### config.mk
export PLATFORM = sky130hd
export DESIGN_NAME = i2c_accel_responder
export DESIGN_NICKNAME = d
export VERILOG_FILES = /design/src/rtl/i2c_accel_pkg.sv /design/src/rtl/i2c_line_sync.sv /design/src/rtl/i2c_accel_responder.sv
export SDC_FILE = /design/constraint.sdc
export NUM_CORES = 1
export LEC_CHECK = 0
export BUFFER_PORTS_ARGS = -buffer_cell sky130_fd_sc_hd__buf_2
export CORE_MARGIN = 5
export CORE_UTILIZATION = 47
export CTS_BUF_LIST = sky130_fd_sc_hd__clkbuf_8
export DETAILED_ROUTE_END_ITERATION = 7
export PLACE_DENSITY = 0.66
export SKIP_LAST_GASP = 1
export SLEW_MARGIN = 20
export SYNTH_ARGS = -nofsm -noshare
export SYNTH_HDL_FRONTEND = slang
export SYNTH_HIERARCHICAL = 1
export SYNTH_SLANG_ARGS = --single-unit
### constraint.sdc
create_clock -name clk_clk -period 7.8 [get_ports clk_clk]
set_input_delay 1.56 -clock clk_clk [delete_from_list [all_inputs] [get_ports clk_clk]]
set_output_delay 1.56 -clock clk_clk [all_outputs]
set_load 0.01 [all_outputs]
### src/rtl/i2c_accel_pkg.sv
// Shared types and register map for the on-chip accelerometer I2C responder.
// Holds FSM states, register addresses and the INT_SOURCE byte builder.
package i2c_accel_pkg;

  typedef enum logic [3:0] {
    IDLE,
    ADDR,
    ADDR_ACK,
    PTR,
    WR_DATA,
    WR_ACK,
    RD_DATA,
    RD_ACK,
    IGNORE
  } i2c_state_e;

  localparam logic [5:0] REG_DEVID       = 6'h00;
  localparam logic [5:0] REG_POWER_CTL   = 6'h2D;
  localparam logic [5:0] REG_INT_SOURCE  = 6'h30;
  localparam logic [5:0] REG_DATA_FORMAT = 6'h31;
  localparam logic [5:0] REG_DATAX0      = 6'h32;
  localparam logic [5:0] REG_DATAX1      = 6'h33;
  localparam logic [5:0] REG_DATAY0      = 6'h34;
  localparam logic [5:0] REG_DATAY1      = 6'h35;
  localparam logic [5:0] REG_DATAZ0      = 6'h36;
  localparam logic [5:0] REG_DATAZ1      = 6'h37;

  localparam int DATA_READY_BIT = 7;

  function automatic logic [7:0] int_source_byte(input logic data_ready);
    logic [7:0] b;
    b = 8'h00;
    b[DATA_READY_BIT] = data_ready;
    return b;
  endfunction

endpackage

### src/rtl/i2c_line_sync.sv
// Brings the asynchronous SCL/SDA levels into the clk domain and derives
// SCL edge pulses plus START/STOP condition pulses.
module i2c_line_sync #(
  parameter int SYNC_STAGES = 2
) (
  input  logic clk,
  input  logic rst,
  input  logic scl_in,
  input  logic sda_in,
  output logic sda,
  output logic scl_rise,
  output logic scl_fall,
  output logic start,
  output logic stop
);

  logic [SYNC_STAGES-1:0] scl_sync_r;
  logic [SYNC_STAGES-1:0] sda_sync_r;
  logic                   scl_d_r;
  logic                   sda_d_r;
  logic                   scl_s;
  logic                   sda_s;

  assign scl_s = scl_sync_r[SYNC_STAGES-1];
  assign sda_s = sda_sync_r[SYNC_STAGES-1];

  // Synchronizer chains plus one delayed copy for edge detection; idle bus is high
  always_ff @(posedge clk or posedge rst) begin
    if (rst) begin
      scl_sync_r <= '1;
      sda_sync_r <= '1;
      scl_d_r    <= 1'b1;
      sda_d_r    <= 1'b1;
    end else begin
      scl_sync_r <= {scl_sync_r[SYNC_STAGES-2:0], scl_in};
      sda_sync_r <= {sda_sync_r[SYNC_STAGES-2:0], sda_in};
      scl_d_r    <= scl_s;
      sda_d_r    <= sda_s;
    end
  end

  assign sda      = sda_s;
  assign scl_rise = scl_s & ~scl_d_r;
  assign scl_fall = ~scl_s & scl_d_r;
  assign start    = scl_s & scl_d_r & sda_d_r & ~sda_s;
  assign stop     = scl_s & scl_d_r & ~sda_d_r & sda_s;

endmodule

### src/rtl/i2c_accel_responder.sv
// I2C target emulating an ADXL345-style G-sensor for loopback bring-up.
// Serves ID/config/interrupt/data registers with a per-burst data snapshot.
module i2c_accel_responder
  import i2c_accel_pkg::*;
#(
  parameter logic [6:0] I2C_ADDR    = 7'h53,
  parameter logic [7:0] DEVID       = 8'hE5,
  parameter int         SYNC_STAGES = 2
) (
  input  logic        clk_clk,
  input  logic        reset_reset,
  input  logic        scl_in,
  input  logic        sda_in,
  output logic        sda_oe,
  input  logic        sample_valid,
  input  logic [15:0] sample_x,
  input  logic [15:0] sample_y,
  input  logic [15:0] sample_z,
  output logic        int_out,
  output logic [7:0]  power_ctl,
  output logic [7:0]  data_format,
  output logic        busy
);

  logic        sda_s;
  logic        scl_rise_s;
  logic        scl_fall_s;
  logic        start_s;
  logic        stop_s;

  i2c_state_e  state_r, state_nx;
  logic [3:0]  bit_cnt_r, bit_cnt_nx;
  logic        phase_r, phase_nx;
  logic [6:0]  rx_r, rx_nx;
  logic [6:0]  tx_r, tx_nx;
  logic [5:0]  ptr_r, ptr_nx;
  logic        sda_oe_r, oe_nx;
  logic        busy_r, busy_nx;
  logic        rw_r, rw_nx;
  logic        wr_en_s;
  logic        snap_en_s;
  logic        dr_clr_s;
  logic [7:0]  rx_byte_s;
  logic [7:0]  rd_byte_s;

  logic [7:0]  power_ctl_r;
  logic [7:0]  data_format_r;
  logic [47:0] live_r;
  logic [47:0] snap_r;
  logic [7:0]  snap_int_r;
  logic        dr_r;
  logic        int_out_r;

  i2c_line_sync #(
    .SYNC_STAGES(SYNC_STAGES)
  ) u_line_sync (
    .clk      (clk_clk),
    .rst      (reset_reset),
    .scl_in   (scl_in),
    .sda_in   (sda_in),
    .sda      (sda_s),
    .scl_rise (scl_rise_s),
    .scl_fall (scl_fall_s),
    .start    (start_s),
    .stop     (stop_s)
  );

  assign rx_byte_s = {rx_r, sda_s};

  // Read mux: data and INT_SOURCE come from the burst snapshot, config is live
  always_comb begin
    rd_byte_s = 8'h00;
    case (ptr_r)
      REG_DEVID:       rd_byte_s = DEVID;
      REG_POWER_CTL:   rd_byte_s = power_ctl_r;
      REG_INT_SOURCE:  rd_byte_s = snap_int_r;
      REG_DATA_FORMAT: rd_byte_s = data_format_r;
      REG_DATAX0:      rd_byte_s = snap_r[7:0];
      REG_DATAX1:      rd_byte_s = snap_r[15:8];
      REG_DATAY0:      rd_byte_s = snap_r[23:16];
      REG_DATAY1:      rd_byte_s = snap_r[31:24];
      REG_DATAZ0:      rd_byte_s = snap_r[39:32];
      REG_DATAZ1:      rd_byte_s = snap_r[47:40];
      default:         rd_byte_s = 8'h00;
    endcase
  end

  // Protocol FSM next-state and datapath decisions
  always_comb begin
    state_nx   = state_r;
    bit_cnt_nx = bit_cnt_r;
    phase_nx   = phase_r;
    rx_nx      = rx_r;
    tx_nx      = tx_r;
    ptr_nx     = ptr_r;
    oe_nx      = sda_oe_r;
    busy_nx    = busy_r;
    rw_nx      = rw_r;
    wr_en_s    = 1'b0;
    snap_en_s  = 1'b0;
    dr_clr_s   = 1'b0;
    if (start_s) begin
      state_nx   = ADDR;
      bit_cnt_nx = 4'd0;
      phase_nx   = 1'b0;
      oe_nx      = 1'b0;
    end else if (stop_s) begin
      state_nx   = IDLE;
      bit_cnt_nx = 4'd0;
      phase_nx   = 1'b0;
      oe_nx      = 1'b0;
      busy_nx    = 1'b0;
    end else begin
      case (state_r)
        ADDR, PTR, WR_DATA: begin
          if (scl_rise_s) begin
            rx_nx      = rx_byte_s[6:0];
            bit_cnt_nx = bit_cnt_r + 4'd1;
            if (bit_cnt_r == 4'd7) begin
              bit_cnt_nx = 4'd0;
              phase_nx   = 1'b0;
              if (state_r == ADDR) begin
                if (rx_byte_s[7:1] == I2C_ADDR) begin
                  state_nx  = ADDR_ACK;
                  busy_nx   = 1'b1;
                  rw_nx     = rx_byte_s[0];
                  snap_en_s = rx_byte_s[0];
                end else begin
                  state_nx = IGNORE;
                end
              end else if (state_r == PTR) begin
                ptr_nx   = rx_byte_s[5:0];
                state_nx = WR_ACK;
              end else begin
                wr_en_s  = 1'b1;
                ptr_nx   = ptr_r + 6'd1;
                state_nx = WR_ACK;
              end
            end else begin
              phase_nx = phase_r;
            end
          end else begin
            rx_nx = rx_r;
          end
        end
        // First SCL fall starts the ACK, the second ends it
        ADDR_ACK, WR_ACK: begin
          if (scl_fall_s) begin
            if (!phase_r) begin
              oe_nx    = 1'b1;
              phase_nx = 1'b1;
            end else begin
              phase_nx = 1'b0;
              if ((state_r == ADDR_ACK) && rw_r) begin
                tx_nx    = rd_byte_s[6:0];
                oe_nx    = ~rd_byte_s[7];
                state_nx = RD_DATA;
              end else if (state_r == ADDR_ACK) begin
                oe_nx    = 1'b0;
                state_nx = PTR;
              end else begin
                oe_nx    = 1'b0;
                state_nx = WR_DATA;
              end
            end
          end else begin
            phase_nx = phase_r;
          end
        end
        RD_DATA: begin
          if (scl_rise_s) begin
            bit_cnt_nx = bit_cnt_r + 4'd1;
          end else if (scl_fall_s) begin
            if (bit_cnt_r == 4'd8) begin
              oe_nx      = 1'b0;
              bit_cnt_nx = 4'd0;
              ptr_nx     = ptr_r + 6'd1;
              dr_clr_s   = (ptr_r == REG_DATAZ1);
              state_nx   = RD_ACK;
            end else begin
              tx_nx = {tx_r[5:0], 1'b0};
              oe_nx = ~tx_r[6];
            end
          end else begin
            tx_nx = tx_r;
          end
        end
        RD_ACK: begin
          if (scl_rise_s && sda_s) begin
            state_nx = IGNORE;
          end else if (scl_fall_s) begin
            tx_nx    = rd_byte_s[6:0];
            oe_nx    = ~rd_byte_s[7];
            state_nx = RD_DATA;
          end else begin
            tx_nx = tx_r;
          end
        end
        default: begin
          oe_nx = 1'b0;
        end
      endcase
    end
  end

  // FSM and shift-path state registers
  always_ff @(posedge clk_clk or posedge reset_reset) begin
    if (reset_reset) begin
      state_r   <= IDLE;
      bit_cnt_r <= 4'd0;
      phase_r   <= 1'b0;
      rx_r      <= 7'd0;
      tx_r      <= 7'd0;
      ptr_r     <= 6'd0;
      sda_oe_r  <= 1'b0;
      busy_r    <= 1'b0;
      rw_r      <= 1'b0;
    end else begin
      state_r   <= state_nx;
      bit_cnt_r <= bit_cnt_nx;
      phase_r   <= phase_nx;
      rx_r      <= rx_nx;
      tx_r      <= tx_nx;
      ptr_r     <= ptr_nx;
      sda_oe_r  <= oe_nx;
      busy_r    <= busy_nx;
      rw_r      <= rw_nx;
    end
  end

  // Register file, sample capture, snapshot and DATA_READY (set beats clear)
  always_ff @(posedge clk_clk or posedge reset_reset) begin
    if (reset_reset) begin
      power_ctl_r   <= 8'h00;
      data_format_r <= 8'h00;
      live_r        <= 48'd0;
      snap_r        <= 48'd0;
      snap_int_r    <= 8'h00;
      dr_r          <= 1'b0;
      int_out_r     <= 1'b0;
    end else begin
      if (wr_en_s) begin
        case (ptr_r)
          REG_POWER_CTL:   power_ctl_r   <= rx_byte_s;
          REG_DATA_FORMAT: data_format_r <= rx_byte_s;
          default:         power_ctl_r   <= power_ctl_r;
        endcase
      end
      if (sample_valid) begin
        live_r <= {sample_z, sample_y, sample_x};
      end
      if (snap_en_s) begin
        snap_r     <= live_r;
        snap_int_r <= int_source_byte(dr_r);
      end
      if (sample_valid) begin
        dr_r <= 1'b1;
      end else if (dr_clr_s) begin
        dr_r <= 1'b0;
      end
      int_out_r <= dr_r;
    end
  end

  assign sda_oe      = sda_oe_r;
  assign busy        = busy_r;
  assign power_ctl   = power_ctl_r;
  assign data_format = data_format_r;
  assign int_out     = int_out_r;

endmodule

==> results.toml, run 1 <==
[critical_path]
slowest_delay_ns = 0.66
r2r-start = "u_line_sync/sda_sync_r[1]"
worstPathRequired_ns = 8.16
worstSetupStartpointType = "register"
crit_start = "u_line_sync/sda_sync_r[1]"
worstSetupPathType = "reg -> reg"
worstSetupEndpointType = "register"
worst_ep_arrival_time_ns = 3.45
cp_cell_sequence = "and4b_1 -> or2_0 -> nor2_1 -> nand4_2 -> buf_4 -> mux2_2"
cp_max_fo = 37
ff2ff_setup_slack_ns = 4.71
critPathSlowestCell = "dfstp_2"

[synth]
ys_warn_count = 6
netlist_instances = 569
yosysSeqAreaShare_pct = 54.7
syn-num-nets = 628
synth_top_area_share_pct = 52.4
synth-seq-cells = 153
synth.area.top_cells = "dfrtp_1, mux2_2, dfstp_2"
synthDistinctLibCells = 65
netlist_area_um2 = 7020
synth_ff_type = "dfrtp_1"
synth-edff-count = 0
syn-mean-instance-area_um2 = 12.3
async_flop_share_pct = 100
synth_area_leader_cell = "dfrtp_1"

[cts]
clockRootBuffer = "clkbuf_8"
cts.sinks = 153
cts.hold.buffers_added = 0
cts_buffers = 17
clk_latency_ns = 0.48
post-cts-setup-buffers = 0
cts_tree = "done"
ctsResizeCount = 0
cts_htree_levels = 4
clkTransAtPathRegs_ns = 0.08
cts_buffer_depth = 2

[sta]
drv_slew = 0
final_hold_viol_count = 0
fin_crit_ns = 3.09
fin_tns_setup_ns = 0
setup_violations = 0
whs_ns = 0.358
fin_crit_sh_pct = 39.6
max_freq_mhz = 324
clock_skew_ns = 0.0126
slew_headroom_pct = 31.1
rsz0062_at_grt = "false"
worst_slew_pin_slew_ns = 1.03

[route]
antenna_left = 0
dr.pass1.iters = 5
vias = 4783
drt_iter0_markers = 456
avgRoutedWirePerCell_um = 19.6
via_per_inst = 5.80
drc = 0
routed_wl_um = 16100

[grt]
grt_pass1_wl_um = 26600
grt_usage_pct = 18.9
antenna_found_initial = 0
grt_max_degree = 83
gr-total-overflow = 0
grt_pass1_vias = 5034

[worst_hold_path]
worstHoldStart = "u_line_sync/sda_sync_r[0]"
hp-class = "reg -> reg"

[placed_design]
dp_hpwl_um = 11300
portBuffers = 71
dp_cells = 792
gp_congestion = 0.899

[cells_and_area]
drive_above_1_share_pct = 37.8
stdcell_count = 824
nFillCells = 1243
antennaDiodeCount = 0
final_net_count = 686
final_util_pct = 54.0
area_growth_syn_to_layout_pct = 12.3

[power]
leakagePower_nw = 3.67
vdd_drop_max_uv = 126
powerDensity_nw_per_um2 = 212
total_power_mw = 1.67

[floorplanning]
core.rowCount = 44
ios = 72
fp.dieW_um = 132
die_h_um = 132
core_um2 = 14600
die_area_um2 = 17500
start_util_pct = 48.1

[status]
status = "finished, final reports clean"

[flow_run]
drv_cap = 0
-- area by class of cell --
type                    instances  area [um^2]  share of cell area [%]
flip-flops and latches        153         3840                    48.7
multi-input cells             371         2970                    37.7
repair buffers                 74          384                    4.87
clock buffers                  20          275                    3.49
well taps                     184          230                    2.92
clock inverters                12          138                    1.75
inverters                      10         42.5                   0.540
-- report_power, final --
group	switching [mW]	total (mW)	internal, mW
Clock	0.312	0.626	0.313
Combinational	0.0708	0.137	0.0658
Sequential	0.0643	0.905	0.841
-- cell families (layout without fill, tap and decap cells) --
logic type / after synthesis / after routing / share of synthesized area, %
buffers and inverters: 45 / 116 / 2.94
adders and majority gates: 6 / 6 / 1.07
muxes: 125 / 125 / 20.6
and+or+nand+nor: 129 / 129 / 10.0
AOI/OAI and AO/OA: 110 / 110 / 10.6
DFF: 153 / 153 / 54.7
xor gates and xnor gates: 1 / 1 / 0.125
-- cell usage after synthesis, types with 2 or more instances --
cell,instances
a21oi_1,27
a32o_1,2
and4b_1,5
buf_1,4
nor2b_1,8
nand2b_1,4
o22a_1,5
mux2_4,10
o21ai_0,17
nand4b_1,2
clkbuf_1,11
and3_1,2
nor2_1,23
inv_1,8
a211oi_1,2
o211ai_1,3
a22o_1,2
o21a_1,3
o221ai_1,2
ha_1,6
nand3_1,16
mux2i_1,2
a222oi_1,4
and2_1,4
nand4_1,4
mux2_2,113
nor3_1,6
nand2_1,38
o22ai_1,3
a32oi_1,3
a21o_1,2
dfrtp_1,147
a22oi_1,12
nor4bb_1,2
buf_2,18
dfstp_2,6
a31oi_1,11
a221oi_1,4
buf_6,2
-- routing by layer --
metal	vias up	part of all wire (%)	global-route usage (%)
met3	27	4.9	4.31
met2	144	48	29.5
met4	0	1.7	6.96
met5	-	0	0
li1	2210	-	-
met1	2402	46	25.9
-- metrics by stage --
step                      worst slack [ns]  cell area, um^2
after floorplan                       2.29             7020
after global placement                4.65             7460
after detailed placement              4.58             7460
after CTS                             4.67             7870
after global routing                  4.51             7880
final                                 4.71             7880
-- sequential cells by signal, summed over array words and instances (netlist names), 2 cells and up --
signal,flops
rx_r,7
snap_r,48
power_ctl,8
bit_cnt_r,4
u_line_sync/sda_sync_r,2
state_r,4
live_r,48
tx_r,7
ptr_r,6
u_line_sync/scl_sync_r,2
data_format,8
-- path summary, 6_finish.rpt --
path                                        endpoint  cells past startpoint
setup / recovery                          snap_r[31]                      6
hold / removal             u_line_sync/sda_sync_r[1]                      0
setup reg to reg                          snap_r[31]                      6
hold reg to reg            u_line_sync/sda_sync_r[1]                      0
max in group asynchronous               bit_cnt_r[0]                      3
min in group asynchronous                 live_r[23]                      2
-- cell usage in the layout, fill, tap and decap left out, drive strengths merged, types with 3 or more instances in the layout --
cell type,instances
o22a,5
o211ai,3
nand3,16
dfrtp,147
nor2b,9
o21a,3
o22ai,3
a222oi,4
clkinvlp,3
ha,6
nor2,24
clkbuf,20
and4b,5
o21ai,19
mux2,123
a31oi,11
nor3,6
nand4,5
and2,5
clkinv,3
a32oi,3
buf,74
a221oi,4
nand2b,4
a22oi,12
a21oi,27
dfstp,6
nand2,38
inv,14
-- worst max-delay path: cells and delay by family, from the launching register on --
kind          cells  cell delay (ns)
flops             1             0.66
simple gates      4             1.36
buf+inv           1             0.52
mux               1             0.39
Power figures use the tool's default switching activity.
==> inputs of run 2 (changes only) <==
--- a/config.mk
+++ b/config.mk
@@ -5,12 +5,13 @@
 export SDC_FILE = /design/constraint.sdc
 export NUM_CORES = 1
 export LEC_CHECK = 0
+export ABC_AREA = 1
 export BUFFER_PORTS_ARGS = -buffer_cell sky130_fd_sc_hd__buf_2
 export CORE_MARGIN = 5
 export CORE_UTILIZATION = 47
 export CTS_BUF_LIST = sky130_fd_sc_hd__clkbuf_8
 export DETAILED_ROUTE_END_ITERATION = 7
-export PLACE_DENSITY = 0.66
+export PLACE_DENSITY = 0.68
 export SKIP_LAST_GASP = 1
 export SLEW_MARGIN = 20
 export SYNTH_ARGS = -nofsm -noshare
==> constraint.sdc (replaced) <==
create_clock -name clk_clk -period 2.7 [get_ports clk_clk]
set_input_delay 0.54 -clock clk_clk [delete_from_list [all_inputs] [get_ports clk_clk]]
set_output_delay 0.54 -clock clk_clk [all_outputs]
set_load 0.01 [all_outputs]
==> results.toml, run 2 <==
[floorplanning]
core_um2 = 15300
start_util_pct = 48.3
core.rowCount = 45
die_h_um = 135
die_area_um2 = 18300
ios = 72
fp.dieW_um = 135

[cts]
cts_buffers = 17
cts_tree = "done"
ctsResizeCount = 0
clk_latency_ns = 0.47
clkTransAtPathRegs_ns = 0.09
cts_htree_levels = 4
cts.sinks = 153
cts_buffer_depth = 2
post-cts-setup-buffers = 0
cts.hold.buffers_added = 0
clockRootBuffer = "clkbuf_8"

[route]
vias = 5932
via_per_inst = 4.89
routed_wl_um = 17100
drt_iter0_markers = 493
avgRoutedWirePerCell_um = 14.1
drc = 0
antenna_left = 0
dr.pass1.iters = 5

[cells_and_area]
layout_common_cells = "nand2_1, dfrtp_1, o21ai_0"
stdcell_count = 1212
area_growth_syn_to_layout_pct = 14.0
final_util_pct = 55.0
nFillCells = 1450
multi_input_area_um2 = 2930
final_common_cell = "nand2_1"
drive_above_1_share_pct = 18.3
final_net_count = 1048
regArea_um2 = 3840
reg_top3 = "live_r: 48 flops, snap_r: 48 flops"
antennaDiodeCount = 0

[grt]
grt_pass1_wl_um = 29100
gr-total-overflow = 0
antenna_found_initial = 0
grt_usage_pct = 20.2
grt_max_degree = 91
grt_pass1_vias = 5898

[sta]
setup_violations = 0
worst_slew_pin_slew_ns = 0.630
fin_ws_ns = 0.453
final_hold_viol_count = 0
fin_crit_ns = 2.25
rsz0062_at_grt = "false"
fin_tns_setup_ns = 0
fin_crit_sh_pct = 83.2
clock_skew_ns = 0.0204
drv_slew = 0
slew_headroom_pct = 57.9
max_freq_mhz = 445

[critical_path]
worstSetupStartpointType = "register"
worstSetupPathType = "reg -> reg"
worstSetupEndpointType = "register"
cp_max_fo = 16
slowest_delay_ns = 0.62
crit_family = "simple AND/OR/NAND/NOR gates"
worst-path-buf-inv = 2
worstPathRequired_ns = 3.07
cp_cell_sequence = "inv_1 -> nand2_1 -> nor2_1 -> nor2_2 -> inv_1 -> nor2_1 -> nand3_1 -> o21ai_0"
worst_ep_arrival_time_ns = 2.61
critPathSlowestCell = "dfstp_2"

[power]
total_power_mw = 6.33
p_int_mw = 4.10
seqPwrFrac_pct = 43.3
clockPowerShare_pct = 31.1
power.share.combinational_pct = 25.6
leakagePower_nw = 4.31
vdd_drop_max_uv = 363
switching_share_pct = 35.2
powerDensity_nw_per_um2 = 753
switching_power_mw = 2.23

[synth]
synth_ff_type = "dfrtp_1"
syn-num-nets = 979
netlist_instances = 920
synth.area.top_cells = "dfrtp_1, nand2_1, o21ai_0"
synth_common_cells = "nand2_1, dfrtp_1, o21ai_0"
synth-seq-cells = 153
yosysSeqAreaShare_pct = 52.1
synth_top_area_share_pct = 50.0
ys_warn_count = 6
netlist_area_um2 = 7360
syn-mean-instance-area_um2 = 8.00
synth_area_leader_cell = "dfrtp_1"
synthDistinctLibCells = 34
synth-edff-count = 0
yosysMostFrequentCell = "nand2_1"
async_flop_share_pct = 100

[worst_hold_path]
hp-class = "in -> async"

[placed_design]
dp_hpwl_um = 12600
dp_cells = 1181
portBuffers = 71
detailedPlace.worstSlack_ns = 0.405
gp_congestion = 0.879

[flow_run]
drv_cap = 0

[status]
status = "finished, final reports clean"
[run 2: worst paths after layout]
kind	from	end	slack [ns]	cells past startpoint
setup reg to reg	u_line_sync/sda_sync_r[1]	data_format[2]	0.45	8
hold / removal	reset_reset	snap_r[9]	0.15	2
max in group asynchronous	reset_reset	snap_r[28]	1.83	3
min in group clk_clk	sda_in	u_line_sync/sda_sync_r[0]	0.19	1
hold reg to reg	u_line_sync/sda_sync_r[0]	u_line_sync/sda_sync_r[1]	0.36	0
setup / recovery	u_line_sync/sda_sync_r[1]	data_format[2]	0.45	8
[run 2: through the flow]
step | hold slack [ns] | cell area, um^2
2_1_floorplan | 0.345 | 7370
3_3_place_gp | 0.346 | 7950
3_5_place_dp | 0.347 | 7950
4_1_cts | 0.146 | 8400
5_1_grt | 0.130 | 8400
6_report | 0.153 | 8400
[run 2: routing by layer]
layer / global-route usage (%) / vias up / part of all wire (%)
li1: - / 3034 / -
met1: 27.9 / 2717 / 48
met2: 31.4 / 160 / 45
met3: 5.01 / 21 / 5.2
met4: 6.49 / 0 / 1.7
met5: 0 / - / 0
[run 2: cell type report]
cell class              count  area share (%)
multi-input cells         622            34.9
clock inverters            12            2.24
flip-flops and latches    153            45.7
clock buffers              19            3.11
repair buffers             81            5.72
well taps                 211            3.14
inverters                 114            5.17
[run 2: cells by family after synthesis]
kind of cell             synth area share [%]
adder cells (fa/ha/maj)                  1.02
buffers and inverters                    8.09
flip-flops                               52.1
AO/OA/AOI/OAI                            11.3
XOR/XNOR                                0.238
AND/OR/NAND/NOR                          27.3
[run 2: power by group through the flow]
stage | logic, mW | registers, mW | clock network (mW)
4_1_cts | 1.62 | 2.73 | 2.01
2_1_floorplan | 1.29 | 2.69 | 0
6_report | 1.62 | 2.74 | 1.97
3_3_place_gp | 1.60 | 2.77 | 0
5_1_grt | 1.88 | 2.77 | 2.11
3_5_place_dp | 1.62 | 2.78 | 0
==> inputs of run 3 (changes only) <==
--- a/config.mk
+++ b/config.mk
@@ -5,13 +5,13 @@
 export SDC_FILE = /design/constraint.sdc
 export NUM_CORES = 1
 export LEC_CHECK = 0
-export ABC_AREA = 1
+export ABC_AREA = 0
 export BUFFER_PORTS_ARGS = -buffer_cell sky130_fd_sc_hd__buf_2
 export CORE_MARGIN = 5
 export CORE_UTILIZATION = 47
 export CTS_BUF_LIST = sky130_fd_sc_hd__clkbuf_8
 export DETAILED_ROUTE_END_ITERATION = 7
-export PLACE_DENSITY = 0.68
+export PLACE_DENSITY = 0.66
 export SKIP_LAST_GASP = 1
 export SLEW_MARGIN = 20
 export SYNTH_ARGS = -nofsm -noshare
==> constraint.sdc (replaced) <==
create_clock -name clk_clk -period 2.1 [get_ports clk_clk]
set_input_delay 0.42 -clock clk_clk [delete_from_list [all_inputs] [get_ports clk_clk]]
set_output_delay 0.42 -clock clk_clk [all_outputs]
set_load 0.01 [all_outputs]
==> results.toml, run 3 (same netlist as run 1, synthesis figures left out) <==
[status]
status = "finished, final reports clean"

[route]
m1WireLength_um = 7600
routed_wl_um = 17000
avgRoutedWirePerCell_um = 19.1
drc = 0
met2_length_um = 8210
vias = 5116
drt_iter0_markers = 364
antenna_left = 0
highest_layer = "met4"
via_per_inst = 5.74
dr.pass1.iters = 4
dr_wl_met3_um = 920

[cells_and_area]
reg_top3 = "live_r: 48 flops, snap_r: 48 flops"
final_net_count = 753
antennaDiodeCount = 0
drive_above_1_share_pct = 47.8
stdcell_count = 891
layout_common_cells = "dfrtp_1, mux2_2, buf_2"
area_growth_syn_to_layout_pct = 22.2
final_common_cell = "dfrtp_1"
nFillCells = 1172

[cts]
cts_buffers = 17
cts_buffer_depth = 2
clk_latency_ns = 0.45
clkTransAtPathRegs_ns = 0.08
clockRootBuffer = "clkbuf_8"
cts_tree = "done"
cts.sinks = 153
cts_htree_levels = 4

[floorplanning]
core_um2 = 14600
die_area_um2 = 17500
start_util_pct = 48.1
ios = 72
core.rowCount = 44
die_h_um = 132
fp.dieW_um = 132

[power]
powerDensity_nw_per_um2 = 712
vdd_drop_max_uv = 665
total_power_mw = 6.11
leakagePower_nw = 4.03

[sta]
fin_crit_sh_pct = 99.4
rsz0062_at_grt = "true"
drv_slew = 0
fin_tns_setup_ns = 0
final_hold_viol_count = 0
setup_violations = 0
fin_crit_ns = 2.09
whs_ns = 0.0652
clock_skew_ns = 0.0138
slew_headroom_pct = 69.8
max_freq_mhz = 479
worst_slew_pin_slew_ns = 0.453

[placed_design]
dp_cells = 849
dp_hpwl_um = 12100
portBuffers = 71
gp_congestion = 0.884

[grt]
gr-total-overflow = 0
grt_usage_pct = 19.9
grt_pass1_vias = 5444
antenna_found_initial = 0
grt_pass1_wl_um = 28100
grt_max_degree = 89

[critical_path]
critPathSlowestCell = "or4_4"
worstSetupEndpointType = "register"
cp_max_fo = 6
worst_ep_arrival_time_ns = 2.42
slowest_delay_ns = 0.55
r2r_cells = 8
cp_cell_sequence = "ha_4 -> or4_4 -> a31oi_4 -> nor2b_1 -> o21ai_2 -> buf_6 -> a31oi_2 -> o22a_1"
r2r-start = "ptr_r[0]"
worstSetupStartpointType = "register"
worstSetupPathType = "reg -> reg"
worstPathRequired_ns = 2.44
ff2ff_setup_slack_ns = 0.01
worstReg2RegEnd = "tx_r[5]"

[worst_hold_path]
hold_path_end = "u_line_sync/sda_sync_r[0]"
hp-class = "in -> reg"
worstHoldStart = "sda_in"
holdPathStages = 1

[flow_run]
drv_cap = 0
[run 3: through the flow]
step	util, %	area, um^2	setup slack, ns
4_1_cts	57.5	8380	-0.0275
2_1_floorplan	-	7060	-0.167
3_3_place_gp	54.5	7960	-0.0204
6_report	58.8	8570	0.0124
3_5_place_dp	54.5	7960	-0.0875
5_1_grt	58.8	8570	-0.0735
[run 3: report_power, final]
| part | total (mW) | switching [mW] | internal (mW) | leakage (nW) |
|---|---|---|---|---|
| combinational | 0.741 | 0.391 | 0.350 | 1.86 |
| sequential | 3.25 | 0.129 | 3.13 | 1.98 |
| clock | 2.11 | 1.13 | 0.976 | 0.190 |
| total | 6.11 | 1.66 | 4.45 | 4.03 |
[run 3: worst max path at each step]
| stage | startpoint | end | depth (start not counted) |
|---|---|---|---|
| 2_1_floorplan | reset_reset | bit_cnt_r[0] | 1 |
| 3_3_place_gp | u_line_sync/sda_d_r | power_ctl[2] | 7 |
| 3_5_place_dp | u_line_sync/scl_sync_r[1] | snap_r[43] | 6 |
| 4_1_cts | u_line_sync/sda_d_r | power_ctl[4] | 7 |
| 5_1_grt | ptr_r[0] | tx_r[5] | 8 |
| 6_report | ptr_r[0] | tx_r[5] | 8 |
[run 3: metal layers]
metal	vias up	track usage [%]
met3	24	4.24
met2	142	31.0
met5	-	0
met4	0	7.81
li1	2350	-
met1	2600	27.3
[run 3: cell type report]
cell class / instances / area [um^2] / area share, %
Sequential cell: 153 / 3840 / 44.8
Multi-Input combinational cell: 371 / 3130 / 36.5
Timing Repair Buffer: 141 / 952 / 11.1
Clock buffer: 18 / 248 / 2.89
Tap cell: 184 / 230 / 2.69
Clock inverter: 14 / 125 / 1.46
Inverter: 10 / 46.3 / 0.540
[run 3: critical path: cells and delay by family, from the launching register on]
family	cells	cell delay (ns)
AOI/OAI and AO/OA	4	0.54
adders and majority gates	1	0.19
buffers and inverters	1	0.15
and+or+nand+nor	2	0.62
DFF	1	0.48
[run 3: what timing repair did]
action / CTS / global route
hold endpoints to repair: 4 / 0
gates resized for setup: 10 / 31
setup buffers: 2 / 7
hold buffers: 1 / 0
setup endpoints to repair: 75 / 84
pin swaps: 5 / 15
